[config.mk]
export PLATFORM = sky130hd
export DESIGN_NAME = perm_slide_engine
export DESIGN_NICKNAME = d
export VERILOG_FILES = /design/src/rtl/perm_slide_engine.sv
export SDC_FILE = /design/constraint.sdc
export NUM_CORES = 2
export LEC_CHECK = 0
export BUFFER_PORTS_ARGS = -buffer_cell sky130_fd_sc_hd__buf_2
export CORE_AREA = 2 2 330 332
export DETAILED_ROUTE_END_ITERATION = 8
export DIE_AREA = 0 0 332 334
export PLACE_DENSITY = 0.56
export SYNTH_ARGS = -nofsm -noshare
export SYNTH_HDL_FRONTEND = slang
export SYNTH_SLANG_ARGS = --single-unit
export TNS_END_PERCENT = 50
[constraint.sdc]
create_clock -name clk -period 7.7 [get_ports clk]
set_input_delay 0.77 -clock clk [delete_from_list [all_inputs] [get_ports clk]]
set_output_delay 0.77 -clock clk [all_outputs]
set_load 0.02 [all_outputs]
[src/rtl/perm_slide_engine.sv]
// Sequential vector slide unit: vslideup/vslidedown/vslide1up/vslide1down,
// one destination element per cycle, result returned over a valid/ready handshake.
module perm_slide_engine #(
  parameter int unsigned VLMAX = 8,
  parameter int unsigned DW    = 32,
  parameter int unsigned OFFW  = 32,
  localparam int unsigned IW   = $clog2(VLMAX),
  localparam int unsigned VLW  = IW + 1
) (
  input  logic                clk,
  input  logic                rst,
  input  logic                valid_i,
  output logic                ready_o,
  input  logic [1:0]          op_i,
  input  logic [OFFW-1:0]     off_i,
  input  logic [VLW-1:0]      vl_i,
  input  logic [DW-1:0]       scalar_i,
  input  logic [VLMAX*DW-1:0] src_i,
  input  logic [VLMAX*DW-1:0] vd_i,
  input  logic                flush_i,
  output logic                valid_o,
  input  logic                ready_i,
  output logic [VLMAX*DW-1:0] res_o
);

  typedef enum logic [1:0] {StIdle, StRun, StDone} state_e;

  state_e              state_q, state_d;
  logic [1:0]          op_q, op_d;
  logic [OFFW-1:0]     off_q, off_d;
  logic [VLW-1:0]      vl_q, vl_d;
  logic [DW-1:0]       scalar_q, scalar_d;
  logic [VLMAX*DW-1:0] src_q, src_d;
  logic [VLMAX*DW-1:0] res_q, res_d;
  logic [IW-1:0]       cnt_q, cnt_d;

  logic [OFFW-1:0]  eff_off;
  logic [OFFW-1:0]  idx;
  logic             off_ok;
  logic             slide_down;
  logic [VLMAX-1:0] hit;
  logic [DW-1:0]    sel_elem;
  logic [DW-1:0]    new_elem;
  logic             last;

  // Add-comparator match: offsets >= VLMAX can never hit, which also blocks
  // modulo-2^OFFW wraparound in the sums.
  always_comb begin
    eff_off    = op_q[1] ? OFFW'(1) : off_q;
    off_ok     = eff_off < OFFW'(VLMAX);
    slide_down = op_q[0];
    idx        = OFFW'(cnt_q);
    hit        = '0;
    for (int j = 0; j < VLMAX; j++) begin
      if (slide_down) begin
        hit[j] = off_ok && ((idx + eff_off) == OFFW'(j));
      end else begin
        hit[j] = off_ok && ((OFFW'(j) + eff_off) == idx);
      end
    end
  end

  always_comb begin
    sel_elem = '0;
    for (int j = 0; j < VLMAX; j++) begin
      if (hit[j]) begin
        sel_elem = sel_elem | src_q[j*DW +: DW];
      end
    end
  end

  always_comb begin
    last = (VLW'(cnt_q) == (vl_q - VLW'(1)));
    if (op_q == 2'b10 && cnt_q == '0) begin
      new_elem = scalar_q;
    end else if (op_q == 2'b11 && last) begin
      new_elem = scalar_q;
    end else if (hit != '0) begin
      new_elem = sel_elem;
    end else if (slide_down) begin
      new_elem = '0;
    end else begin
      // res_q still holds vd at this index
      new_elem = res_q[cnt_q*DW +: DW];
    end
  end

  always_comb begin
    state_d  = state_q;
    op_d     = op_q;
    off_d    = off_q;
    vl_d     = vl_q;
    scalar_d = scalar_q;
    src_d    = src_q;
    res_d    = res_q;
    cnt_d    = cnt_q;
    ready_o  = (state_q == StIdle);
    valid_o  = (state_q == StDone);

    unique case (state_q)
      StIdle: begin
        if (valid_i && !flush_i) begin
          op_d     = op_i;
          off_d    = off_i;
          vl_d     = vl_i;
          scalar_d = scalar_i;
          src_d    = src_i;
          res_d    = vd_i;
          cnt_d    = '0;
          state_d  = (vl_i != '0) ? StRun : StDone;
        end
      end
      StRun: begin
        res_d[cnt_q*DW +: DW] = new_elem;
        cnt_d = cnt_q + IW'(1);
        if (last) begin
          state_d = StDone;
        end
      end
      StDone: begin
        if (ready_i) begin
          state_d = StIdle;
        end
      end
      default: state_d = StIdle;
    endcase

    if (flush_i) begin
      state_d = StIdle;
    end
  end

  always_ff @(posedge clk) begin
    if (rst) begin
      state_q  <= StIdle;
      op_q     <= '0;
      off_q    <= '0;
      vl_q     <= '0;
      scalar_q <= '0;
      src_q    <= '0;
      res_q    <= '0;
      cnt_q    <= '0;
    end else begin
      state_q  <= state_d;
      op_q     <= op_d;
      off_q    <= off_d;
      vl_q     <= vl_d;
      scalar_q <= scalar_d;
      src_q    <= src_d;
      res_q    <= res_d;
      cnt_q    <= cnt_d;
    end
  end

  assign res_o = res_q;

  // At most one source index may match a destination index.
  a_onehot_match: assert property (@(posedge clk) disable iff (rst)
    (state_q == StRun) |-> $onehot0(hit));

endmodule
==> summary.txt <==
Timing
  • Ratio of final minimum period to clock period: 80.24%
  • Setup TNS: 0 ps
  • Slew at the pin closest to its max-slew limit: 1355 ps
  • Min Tclk post-route: 6178 ps
  • Final Hold Vio Count: 0
  • RSZ-0062 raised after global routing: false
  • Slack of the critical path: 1522 ps
  • Max Fclk: 0.1619 GHz
  • Max Slew Vio Count: 0
  • Relative slew slack: 9.455%
  • Setup violations, final: 0
  • Max Clock Skew: 35.67 ps

Floorplanning
  • IO Count: 845
  • Die ar.: 110,900 um2
  • Die Wd: 332 um
  • Die H: 334 um
  • CORE AREA: 107,800 um2
  • Rows: 121
  • Starting density of the core: 30.02%

Setup path
  • Crit. End Element: flop
  • Startpoint Class: flop
  • Reg-to-Reg End: res_o[184]
  • Worst Setup SP: off_q[2]
  • Worst Path Class, Setup: reg2reg
  • Register-to-Register Path Depth: 16
  • Worst setup endpoint: res_o[184]
  • R2R Setup Slk: 1520 ps
  • Worst EP required: 8210 ps
  • Critical Path AT: 6680 ps
  • CP Max Fanout: 40
  • R2r startpoint: off_q[2]

Layout
  • Multi-input gate area: 19,030 um2
  • P&R area growth vs syn: 24.28%
  • Post-route insts no fill: 6,302
  • Fill count: 11,557
  • Final instance area: 40,210 um2
  • Reg area: 11,760 um2
  • Most common cell after layout, fill and taps aside: nand2_1
  • Most frequent cells in the layout: nand2_1, buf_2, dfxtp_1
  • Layout cells sized above 1: 24.34%
  • Final net count: 5,394
  • Final core occ: 37.31%

Placement
  • Input/output buffers: 844
  • HPWL after detailed placement: 140,300 um
  • DP Worst Slack: 1715 ps
  • Final GP Congestion: 1.047
  • Placed cell area: 37,760 um2
  • Placed Cells: 6,135

Synthesis
  • Synthesized instance count: 4,201
  • Syn avg cell area: 7.703 um2
  • Largest area contributor in the netlist: dfxtp_1
  • Ranking of synthesized cells by area: dfxtp_1, nand2_1, a21oi_1
  • Synth cell types: 81
  • Number of synthesized flops with an enable pin: 0
  • Mapped Nets: 4,800
  • Synth top area share: 36.32%
  • Async set-reset flop share out of synthesis: 0%
  • FF+latch count, synth: 587
  • Sequential-to-total area share from yosys stat: 36.32%
  • Top_reg_cell synth: dfxtp_1
  • Netlist Area Pre-Place: 32,360 um2
  • Yosys warnings: 0

Flow run
  • Count of max-cap constraint violations: 0

Global route
  • GR Util met2: 52.37%
  • Initial antenna violation count: 65
  • Largest net degree at the start of global routing: 183
  • Global-route wire length before repair: 267,800 um
  • Busiest grt layer: met2
  • Total GRT Usage: 32.98%
  • Vias in the first global route: 36,035
  • Met3 GRT Util: 8.796%
  • Total gr overflow: 0
  • GRT met1 Usage: 40.72%

Power
  • Power density cells: 205.7 nW/um2
  • Pleak: 15.57 nW
  • VDD IR-drop max: 0.1358 mV

Drt
  • Routed wire per std cell: 30.65 um
  • Initial DRC count: 5,099
  • First drt pass iteration count: 8
  • # DRC: 0
  • Antenna Violating Nets Remaining: 0
  • Vias: 38,760
  • DRT Wirelength: 193,200 um
  • Vias per Instance: 6.150

Clock tree
  • Worst-case clock buffer depth: 3
  • CTS resizes: 0
  • Setup Fix Bufs, Post-CTS: 0
  • Clk Latency, worst-skew pair: 670 ps
  • CTS Root Cell: clkbuf_16
  • Post-CTS Hold Fix Bufs: 0
  • Num CTS Buffers: 72
  • H-tree depth: 3
  • CTS tree: done
  • Clock sinks: 587
  • Clock transition at the registers of the reported paths: 60 ps

Outcome
  • Status: completed

Hold path
  • HP Class: in2reg
[sequential cells by signal, indices dropped and copies added (netlist names)]
name      cells
op_q          2
cnt_q         3
vl_q          4
res_o       256
state_q       2
off_q        32
src_q       256
scalar_q     32
[layout make-up]
| cell class | instances | area share [%] |
|---|---|---|
| inverters | 52 | 0.4854 |
| well taps | 1414 | 4.399 |
| diodes | 41 | 0.2551 |
| flip-flops and latches | 587 | 29.25 |
| clock inverters | 29 | 0.8214 |
| clock buffers | 97 | 5.037 |
| multi-input cells | 3143 | 47.33 |
| repair buffers | 939 | 12.43 |
[cells in the mapped netlist, types with 71 or more instances]
cell      instances
clkbuf_1        373
dfxtp_1         587
nor2_1           77
nand2_1         981
a221oi_1        197
o211ai_1         71
nand3_1          77
o22ai_1         231
and3_1          239
nor2b_1          90
a31oi_1          77
a21oi_1         433
[routing by layer]
layer  vias up  share of wire [%]
li1      16728                  -
met2      2620                 45
met1     18824                 38
met4        26                6.1
met3       562                 11
met5         -              0.085
[cell families (layout without fill, tap and decap cells)]
kind of cell               count (synthesis)  in the layout  synth area share [%]
buffers and inverters                    471           1117                 5.653
and+or+nand+nor                         1699           1699                 24.81
other                                      0             41                     0
DFF                                      587            587                 36.32
adders and majority gates                 12             12                0.4640
xor gates and xnor gates                  44             44                 1.191
AOI/OAI and AO/OA                       1283           1283                 25.69
muxes                                    105            105                 5.873
[per-stage QoR]
step / hold slack, ps / power, mW
after CTS: 307.4 / 8.272
after global routing: 327.5 / 8.527
after detailed placement: 445.8 / 4.807
final: 341.4 / 8.273
after floorplan: 435.7 / 4.159
after global placement: 442.9 / 4.810
[where the power goes]
part           switching, mW  total [mW]  internal (mW)
combinational          0.906        1.41          0.502
sequential             0.186        3.38           3.19
clock                   1.49        3.49           2.00
[worst max-delay path: stages (launching register included)]
cell and delay (ps):
dfxtp_1 300, buf_4 310, nand2b_1 330, inv_1 220, ha_1 680, or3b_2 290, o21ai_0 90, a2111oi_0 420
o211ai_1 200, nor4_1 600, nand4_1 290, o41ai_1 470, nand3_1 220, nand3_4 170, buf_4 530, mux2i_1 700
o22ai_1 190
[worst min-delay path by stage]
stage / depth (start not counted) / startpoint / end / slack, ps
after floorplan: 2 / src_q[222] / src_q[222] / 440
after global routing: 3 / src_i[45] / src_q[45] / 330
after global placement: 2 / src_q[7] / src_q[7] / 440
after CTS: 3 / src_i[186] / src_q[186] / 310
final: 3 / src_i[182] / src_q[182] / 340
after detailed placement: 2 / src_q[255] / src_q[255] / 450
(Power assumes the default switching activity.)
